[src/rtl/reg_dump_scanner.sv]
// Register-file dump engine: walks FIRST_REG..LAST_REG on the core debug read port,
// emits a 5-byte record per register, then a one-byte checksum trailer.
// Latency: first byte valid SETTLE_CYCLES edges after start; stream holds under backpressure.
module reg_dump_scanner #(
    parameter int FIRST_REG     = 1,
    parameter int LAST_REG      = 31,
    parameter int SETTLE_CYCLES = 1
) (
    input  logic        clk,
    input  logic        rst,
    input  logic        start,
    output logic        busy,
    output logic        done,
    output logic [4:0]  reg_addr,
    input  logic [31:0] reg_data,
    output logic        out_valid,
    input  logic        out_ready,
    output logic [7:0]  out_data
);

    localparam int CW = $clog2(SETTLE_CYCLES + 1);

    typedef enum logic [2:0] {
        S_IDLE,
        S_SETTLE,
        S_SEND,
        S_TRAILER,
        S_DONE
    } state_t;

    state_t        state, state_nxt;
    logic [CW-1:0] cnt, cnt_nxt;
    logic [4:0]    addr_nxt;
    logic [7:0]    csum, csum_nxt;
    logic [2:0]    byte_idx, byte_idx_nxt;
    logic [31:0]   data_q, data_nxt;
    logic          xfer;

    always_ff @(posedge clk) begin
        if (rst) begin
            state    <= S_IDLE;
            cnt      <= '0;
            reg_addr <= '0;
            csum     <= '0;
            byte_idx <= '0;
            data_q   <= '0;
        end else begin
            state    <= state_nxt;
            cnt      <= cnt_nxt;
            reg_addr <= addr_nxt;
            csum     <= csum_nxt;
            byte_idx <= byte_idx_nxt;
            data_q   <= data_nxt;
        end
    end

    // Outputs derive from registered state only, so out_valid never sees out_ready.
    always_comb begin
        busy      = (state != S_IDLE);
        done      = (state == S_DONE);
        out_valid = (state == S_SEND) || (state == S_TRAILER);
        out_data  = 8'h00;
        if (state == S_SEND) begin
            case (byte_idx)
                3'd0:    out_data = {3'b000, reg_addr};
                3'd1:    out_data = data_q[31:24];
                3'd2:    out_data = data_q[23:16];
                3'd3:    out_data = data_q[15:8];
                3'd4:    out_data = data_q[7:0];
                default: out_data = 8'h00;
            endcase
        end else if (state == S_TRAILER) begin
            out_data = csum;
        end
    end

    assign xfer = out_valid && out_ready;

    always_comb begin
        state_nxt    = state;
        cnt_nxt      = cnt;
        addr_nxt     = reg_addr;
        csum_nxt     = csum;
        byte_idx_nxt = byte_idx;
        data_nxt     = data_q;
        case (state)
            S_IDLE: begin
                if (start) begin
                    addr_nxt  = 5'(FIRST_REG);
                    cnt_nxt   = CW'(SETTLE_CYCLES);
                    csum_nxt  = 8'h00;
                    state_nxt = S_SETTLE;
                end
            end
            S_SETTLE: begin
                if (cnt == CW'(1)) begin
                    data_nxt     = reg_data;
                    byte_idx_nxt = 3'd0;
                    state_nxt    = S_SEND;
                end else begin
                    cnt_nxt = cnt - CW'(1);
                end
            end
            S_SEND: begin
                if (xfer) begin
                    csum_nxt     = csum + out_data;
                    byte_idx_nxt = byte_idx + 3'd1;
                    if (byte_idx == 3'd4) begin
                        // Terminate at LAST_REG rather than incrementing, so 31 never wraps.
                        if (reg_addr == 5'(LAST_REG)) begin
                            state_nxt = S_TRAILER;
                        end else begin
                            addr_nxt  = reg_addr + 5'd1;
                            cnt_nxt   = CW'(SETTLE_CYCLES);
                            state_nxt = S_SETTLE;
                        end
                    end
                end
            end
            S_TRAILER: begin
                if (xfer) begin
                    state_nxt = S_DONE;
                end
            end
            S_DONE: begin
                addr_nxt  = 5'd0;
                state_nxt = S_IDLE;
            end
            default: begin
                addr_nxt  = 5'd0;
                state_nxt = S_IDLE;
            end
        endcase
    end

endmodule

[config.mk]
export PLATFORM = sky130hd
export DESIGN_NAME = reg_dump_scanner
export DESIGN_NICKNAME = d
export VERILOG_FILES = /design/src/rtl/reg_dump_scanner.sv
export SDC_FILE = /design/constraint.sdc
export NUM_CORES = 1
export LEC_CHECK = 0
export ABC_AREA = 1
export CAP_MARGIN = 15
export CORE_ASPECT_RATIO = 1.4
export CORE_MARGIN = 1
export CORE_UTILIZATION = 28
export DETAILED_ROUTE_END_ITERATION = 6
export PLACE_DENSITY = 0.55
export SKIP_LAST_GASP = 1
export SYNTH_ARGS = -nofsm -noshare
export SYNTH_HDL_FRONTEND = slang
export SYNTH_SLANG_ARGS = --single-unit
[constraint.sdc]
create_clock -name clk -period 2.4 [get_ports clk]
set_input_delay 0.24 -clock clk [delete_from_list [all_inputs] [get_ports clk]]
set_output_delay 0.24 -clock clk [all_outputs]
set_load 0.01 [all_outputs]
# [Word-level counts from Yosys, hierarchy flattened]
# Cells that the tools add are included.
[word_totals] mem_bits_ro=0 register_bits=52 elab_cells=68 mem_count=0 inputBits=36 output_inout_bits=16 ramBits=0 latchBits=0
[classes] bitwise=1 n_addsub=4 div_mod_pow=0 n_mul=0 reduce_logical=15 order_cmp=0 mux=27 n_eq_ne=15 n_shift=0
[op_table] op="$pmux W8 S5" count=1
[op_table] op="$mux W8" count=4
[op_table] op="$mux W3" count=7
[op_table] op="$mux W5" count=4
[op_table] op="$pmux W8 S2" count=1
[op_table] op="$pmux W5 S3" count=1
[op_table] op="$reduce_and A5 Y1" count=3
[op_table] op="$eq A3 B2 Y1 const B" count=4
[op_table] op="$pmux W3 S4" count=1
[op_table] op="$ne A2 B2 Y1 const B" count=5
[op_table] op="$add A8 B8 Y8" count=1
[op_table] op="$eq A3 B1 Y1 const B" count=2
[op_table] op="$eq A3 B3 Y1 const B" count=2
[op_table] op="$logic_not A3 Y1" count=2
[op_table] op="$pmux W3 S2" count=1
[op_table] op="$reduce_and A3 Y1" count=2
[op_table] op="$reduce_bool A3 Y1" count=2
[op_table] op="$add A5 B1 Y5 const B" count=1
[op_table] op="$eq A5 B5 Y1 const B" count=1
[op_table] op="$mux W1" count=5
[op_table] op="$reduce_bool A2 Y1" count=2
[op_table] op="$add A3 B1 Y3 const B" count=1
[op_table] op="$pmux W1 S3" count=1
[op_table] op="$mux W2" count=1
[op_table] op="7 further kinds" count=7

# [Logic depth before layout (Yosys ltp)]
# Gate-level depths: netlist of run 1.
[logic_depth] ltp_word=6 depth_mapped=17 depth_no_buf=17

# [Worst setup path before layout of run 1]
# Ideal clock, no wire load.
[synth_timing] kind="reg-to-reg" from="register byte_idx[0]" to="register csum[6]" arrival_time_ns=2.598 stages_incl_launch_ff=13 path_slack_ns=-0.330 synth_period_minus_slack_ns=2.730 path_buffers=1 setup_ns=0.132 cell_sequence="dfxtp_1 -> ha_1 -> ha_1 -> buf_2 -> o41ai_4 -> o21ai_0 -> ha_1 -> a21o_1 -> nand2_1 -> nand3_1 -> or2_2 -> nand3_1 -> a21oi_1"
[synth_via] elab_chain_len=6 word_cells_on_any_way=10 classes_between="add/sub (1); eq/ne (4); mux (4); reduce/logical (1)"
[synth_rtl] element="from (decl)" line_no="35" source="logic [2:0] byte_idx, byte_idx_nxt;"
[synth_rtl] element="from (signal assigned)" line_no="52" source="byte_idx <= byte_idx_nxt;"
[synth_rtl] element="$eq A3 B3 Y1 (tied with other cells)" line_no="64" source="case (byte_idx)"
[synth_rtl] element="$pmux W8 S5 (*)" line_no="64"
[synth_rtl] element="$mux W8 (*)" line_no="63" source="if (state == S_SEND) begin"
[synth_rtl] element="via out_data[3]" line_no="18" source="output logic [7:0] out_data"
[synth_rtl] element="$add A8 B8 Y8 (*)" line_no="106" source="csum_nxt = csum + out_data;"
[synth_rtl] element="$mux W8 (*)" line_no="105" source="if (xfer) begin"
[synth_rtl] element="$pmux W8 S2 (*)" line_no="86" source="case (state)"
[synth_rtl] element="to (signal assigned)" line_no="51" source="csum <= csum_nxt;"
[synth_rtl] element="to (decl)" line_no="34" source="logic [7:0] csum, csum_nxt;"
# The timed path passes the listed nets; every way through them passes the cells marked *. The select of a mux whose other input is x is not followed.
# A chain may end at the register's enable or synchronous reset.

# [Final worst setup path of run 1]
[layout_timing] from="register byte_idx[1]" to="register csum[6]"
[layout_via] elab_chain_len=6 word_cells_on_any_way=10 classes_between="add/sub (1); eq/ne (4); mux (4); reduce/logical (1)"
[layout_rtl] element="$eq A3 B3 Y1 (tied with other cells)" line_no="64"
[layout_rtl] element="$pmux W8 S5 (*)" line_no="64"
[layout_rtl] element="$mux W8 (*)" line_no="63"
[layout_rtl] element="$add A8 B8 Y8 (*)" line_no="106"
[layout_rtl] element="$mux W8 (*)" line_no="105"
[layout_rtl] element="$pmux W8 S2 (*)" line_no="86"
# Mark *: on every way between the ends. The rest lies on a longest branch, timed or not. The select of a mux whose other input is x is not followed.

==> summary.md, run 1 <==
| Metric | Value |
|---|---|
| Clock-pin slew on the worst setup and hold paths | 70 ps |
| Period utilization | 1.03 |
| I/O Pins | 52 |
| Most common cell after layout, fill and taps aside | nor2_1 |
| Clock Latency Late Sink | 300 ps |
| PwrDens | 563 nW/µm² |
| Synth Instances | 377 |
| Final slew viol count | 0 |
| Placed instance area | 3840 µm² |
| Synth Register Bits | 52 |
| Vias | 2760 |
| Slew HR | 0.706 |
| H-tree depth | 2 |
| Status | finished, violations left |
| Number of diodes | 0 |
| Failing checks | setup timing |
| Synth Warn # | 0 |
| Most frequent cells in the layout | 65 x nor2_1, 49 x dfxtp_1, 43 x clkdlybuf4s50_1, 42 x nand2_1, 42 x buf_4 |
| Layout cells sized above 1 | 0.300 |
| Vias in the first global route | 2681 |
| First-pass iteration count of the detailed router | 4 |
| Final #Nets | 520 |
| Routability Congestion | 0.865 |
| Hold Vio Cnt, Final | 0 |
| Port Buffer Count | 51 |
| Clk root buf | clkbuf_16 |
| Post-route cell area | 4260 µm² |
| Startpoint types | register |
| Die ar. | 10400 µm² |
| LEAKAGE | 0.00181 µW |
| Critical path type | register to register |
| Mapped Nets | 428 |
| TritonCTS buffer count | 5 |
| Cell Area, Synth | 2790 µm² |
| Post-Place Cells | 585 |
| Max_cap viols | 0 |
| Cell taking the most area after synthesis | dfxtp_1 |
| DR iter-0 viols | 86 |
| DRC | 0 |
| Worst hold path type | register to register |
| Clk buf depth | 2 |
| Ranking of synthesized cells by area | dfxtp_1 37%, nor2_1 9.0%, ha_1 6.3% |
| Overflow after GRT | 0 |
| Layout Cells excl Fill | 602 |
| Drt total wl | 7.77 mm |
| Avg Vias per Cell | 4.58 |
| Post-route ant nets | 0 |
| Synth cell types | 40 |
| CTS tree | yes |
| DP Worst Slack | -249 ps |
| CP max FO | 5 |
| # setup viols final | 6 |
| Cts hold-fix bufs | 0 |
| Final worst setup slack | -76.9 ps |
| Die height | 120 µm |
| Tot GR Track Use | 0.155 |
| Area of the multi-input gates | 1830 µm² |
| Post-synth top area share | 0.373 |
| Routed WL per cell | 12.9 µm |
| Final Util | 0.445 |
| Die X | 86.3 µm |
| RSZ-0062 raised after global routing | yes |
| Register area share after synthesis | 0.373 |
| Post-synth ARST share | 0 |
| DP HPWL | 5.75 mm |
| Final Skew | 4.98 ps |
| Fin Hold WS | 470 ps |
| Global-route wire length before repair | 12.6 mm |
| Std cell rows | 42 |
| Number of synthesized flops with an enable pin | 0 |
| Worst Max-Slew Pin Slew | 440 ps |
| Register area | 1050 µm² |
| CP Capture Type | register |
| Largest net degree at the start of global routing | 35 |
| FILL cells | 997 |
| Core area | 9560 µm² |
| Top_reg_cell synth | dfxtp_1 |
| CP arrival | 2660 ps |
| Initial Util | 0.291 |
| Synthesis-to-layout area growth | 52.8% |
| F_max | 0.404 GHz |
| Max VDD drop | 366 µV |
| Post-Syn Area per Cell | 7.39 µm² |
| Initial antenna violation count | 0 |
| # clock sinks | 52 |
| Minimum clock period | 2480 ps |
| Required @ worst endpoint | 2580 ps |
-- where the power goes --
group / switching (µW) / internal (µW)
sequential: 61.6 / 954
combinational: 357 / 276
clock: 330 / 418
total: 749 / 1650
-- worst max-delay path, cell delays in order, from the launching register on --
cell	delay, ps
dfxtp_4	370
buf_4	150
ha_4	160
inv_4	60
nor2_4	40
o41ai_4	330
buf_6	190
o21ai_2	70
ha_2	190
inv_2	50
fa_2	200
inv_2	50
nand4_1	100
nand3_2	70
or2_4	230
nand3_2	50
a21oi_1	50
-- area by class of cell --
type,count,area share
clock buffer,6,0.0326
timing repair buffer,97,0.206
clock inverter,2,0.00323
sequential,52,0.246
multi-input combinational,268,0.430
inverter,45,0.0432
tap,132,0.0388
-- stage by stage --
| step | setup TNS (ps) | total power, µW |
|---|---|---|
| floorplan | -220 | 1400 |
| global placement | -521 | 1630 |
| detailed placement | -989 | 1640 |
| CTS | -496 | 2400 |
| global route | -1180 | 2540 |
| finish | -237 | 2400 |
-- sequential cells by signal, indices dropped and copies added, names as in the netlist --
register	flops
csum	8
reg_addr	5
cnt	1
data_q	32
state	3
byte_idx	3
-- Yosys cell counts (3+ instances only) --
master / number
nor3_2: 4
clkbuf_1: 5
a22o_1: 6
inv_2: 11
nand3_1: 11
nor2_2: 4
dfxtp_1: 52
buf_2: 6
a21oi_1: 26
o22ai_1: 5
o21ai_1: 16
nor2_1: 67
o21ai_0: 30
inv_1: 33
ha_1: 14
nor3_1: 5
nand2_1: 46
nor2_4: 3
a211oi_1: 5
-- worst paths after layout --
path	start	to	slack, ps	cells past startpoint
max reg2reg	byte_idx[1]	csum[6]	-80	16
min reg2reg	data_q[25]	data_q[25]	470	2
min	data_q[25]	data_q[25]	470	2
max	byte_idx[1]	csum[6]	-80	16
-- per-layer routing --
layer / routed length [µm] / vias up / global-route usage / share of wire
met5: 0 / - / 0 / 0
met4: 235 / 0 / 0.0781 / 0.030
met3: 209 / 15 / 0.0254 / 0.027
met2: 3830 / 45 / 0.254 / 0.49
met1: 3500 / 1259 / 0.194 / 0.45
li1: - / 1441 / - / -
-- kinds of logic after synthesis --
family / synth area share
compound gates: 0.226
xor+xnor: 0.00628
fa+ha+maj: 0.0700
buf+inv: 0.0830
flops: 0.373
simple gates: 0.241
-- repair_timing --
item                                    4_1_cts  5_1_grt
pin swaps                                    15       16
endpoints found under the setup margin       15       12
buffers inserted                              2        8
resized for setup                            28       23
hold endpoints to repair                      0        0
Power figures use the tool's default switching activity.
==> run 2: changes to the inputs <==
--- a/config.mk
+++ b/config.mk
@@ -7,7 +7,6 @@
 export LEC_CHECK = 0
 export ABC_AREA = 1
 export CAP_MARGIN = 15
-export CORE_ASPECT_RATIO = 1.4
 export CORE_MARGIN = 1
 export CORE_UTILIZATION = 28
 export DETAILED_ROUTE_END_ITERATION = 6
==> run 2 against run 1 <==
Effect of this change:
- the run still ends with setup timing left
- maximum frequency shrank 2.8%
- clock skew is 2.2 ps higher
- routed wire length is 3.5% higher
- cell count decreased by 0.66%
- non-clock buffer count decreased by 5
- total power is 9.1% lower
- die area about the same
- flip-flop and latch count unchanged
- critical path type unchanged
- largest cell class unchanged
==> summary.md, run 2 (same netlist as run 1, synthesis figures left out) <==
| Metric | Value |
|---|---|
| Slew HR | 0.582 |
| Clk buf depth | 2 |
| Die height | 102 µm |
| Number of diodes | 0 |
| Core area | 9730 µm² |
| PwrDens | 515 nW/µm² |
| Tot GR Track Use | 0.167 |
| Std cell rows | 36 |
| Period utilization | 1.06 |
| Layout cells sized above 1 | 0.305 |
| Synthesis-to-layout area growth | 51.6% |
| TritonCTS buffer count | 5 |
| DRC | 0 |
| Global-route wire length before repair | 13.3 mm |
| Total power draw | 2180 µW |
| Most common cell after layout, fill and taps aside | nor2_1 |
| Final #Nets | 515 |
| Clk root buf | clkbuf_8 |
| Status | finished, violations left |
| CP arrival | 2750 ps |
| Register area | 1050 µm² |
| Clock Latency Late Sink | 310 ps |
| Final slew viol count | 0 |
| Worst Max-Slew Pin Slew | 626 ps |
| First-pass iteration count of the detailed router | 4 |
| Overflow after GRT | 0 |
| Most frequent cells in the layout | 65 x nor2_1, 49 x dfxtp_1, 43 x clkdlybuf4s50_1, 41 x nand2_1, 32 x buf_4 |
| Largest net degree at the start of global routing | 41 |
| Minimum clock period | 2550 ps |
| Vias in the first global route | 2782 |
| RSZ-0062 raised after global routing | yes |
| Final worst setup slack | -148 ps |
| Routed WL per cell | 13.4 µm |
| Cts hold-fix bufs | 0 |
| Clock-pin slew on the worst setup and hold paths | 100 ps |
| Final Util | 0.434 |
| Area of the multi-input gates | 1890 µm² |
| Avg Vias per Cell | 4.61 |
| DR iter-0 viols | 61 |
| Required @ worst endpoint | 2600 ps |
| Startpoint types | register |
| Worst path max stage delay | 400 ps |
| Initial antenna violation count | 0 |
| Vias | 2759 |
| F_max | 0.392 GHz |
| I/O Pins | 52 |
| H-tree depth | 2 |
| Critical path type | register to register |
| Final Skew | 7.21 ps |
| CP max-delay cell | dfxtp_4 |
| FILL cells | 1036 |
| # setup viols final | 6 |
| DP HPWL | 5.65 mm |
| Port Buffer Count | 51 |
| Critical path cell sequence | inv_4 -> ha_4 -> buf_4 -> o41ai_4 -> buf_6 -> buf_12 -> o21ai_4 -> ha_4 -> a21o_1 -> nand2_1 -> nand3_2 -> or2_4 -> nand3_2 -> a21oi_2 |
| Die ar. | 10400 µm² |
| Post-route ant nets | 0 |
| Max VDD drop | 301 µV |
| Failing checks | setup timing |
| CP Capture Type | register |
| Regs by FF count | data_q x32, csum x8, reg_addr x5 |
| CTS tree | yes |
| # clock sinks | 52 |
| Max_cap viols | 0 |
| Worst hold path type | register to register |
| Die X | 102 µm |
| CP max FO | 4 |
| Drt total wl | 8.04 mm |
| Initial Util | 0.287 |
| Top reg by flops | data_q |
| Post-Place Cells | 582 |
| Layout Cells excl Fill | 598 |
| Largest register FFs | 32 |
| Hold Vio Cnt, Final | 0 |
| Routability Congestion | 0.866 |
| LEAKAGE | 0.00175 µW |
[run 2: cell types whose count changed in the layout (fill, tap and decap cells not counted), sizes merged]
cell,previous run,this run
buf,47,41
clkbuf,7,10
dlygate4sd2,4,2
dlymetal6s2s,2,1
inv,46,47
[run 2: routing by layer]
metal  wire (µm)  track usage  vias up
met2        4100        0.294       46
met4         104       0.0479        0
li1            -            -     1424
met3         233       0.0262        7
met1        3600        0.209     1282
met5           0            0        -
[run 2: power by group]
part	switching (µW)	internal, µW
clock	308	209
sequential	61.5	953
combinational	369	277
total	738	1440
[run 2: per-stage QoR]
stage / setup WS, ps / area, µm² / hold WS (ps) / setup TNS [ps]
global route: -237 / 4230 / 500 / -1310
floorplan: -85.8 / 2940 / 375 / -220
finish: -148 / 4230 / 473 / -387
detailed placement: -209 / 3810 / 453 / -945
global placement: -126 / 3810 / 450 / -495
CTS: -78.0 / 4100 / 479 / -403
[run 2: area by class of cell]
type,instances,share of cell area
multi-input cells,268,0.448
flip-flops and latches,52,0.248
clock buffers,5,0.0163
well taps,133,0.0394
repair buffers,92,0.200
inverters,45,0.0435
clock inverters,3,0.00474
[run 2: worst max-delay path: cells and delay by family (launching register included)]
kind / cells / cell delay [ps]
and+or+nand+nor: 4 / 500
AOI/OAI and AO/OA: 4 / 660
buffers and inverters: 4 / 490
DFF: 1 / 400
adders and majority gates: 2 / 410
[run 2: final timing paths]
path / slack, ps / cells after the start / to / from
min reg2reg: 470 / 2 / data_q[1] / data_q[1]
max reg2reg: -150 / 14 / csum[6] / byte_idx[1]
max: -150 / 14 / csum[6] / byte_idx[1]
min: 470 / 2 / data_q[1] / data_q[1]
[run 2: what timing repair did]
action,CTS,global route
resized for setup,42,31
setup endpoints to repair,14,13
pin swaps,24,20
buffers inserted,5,3
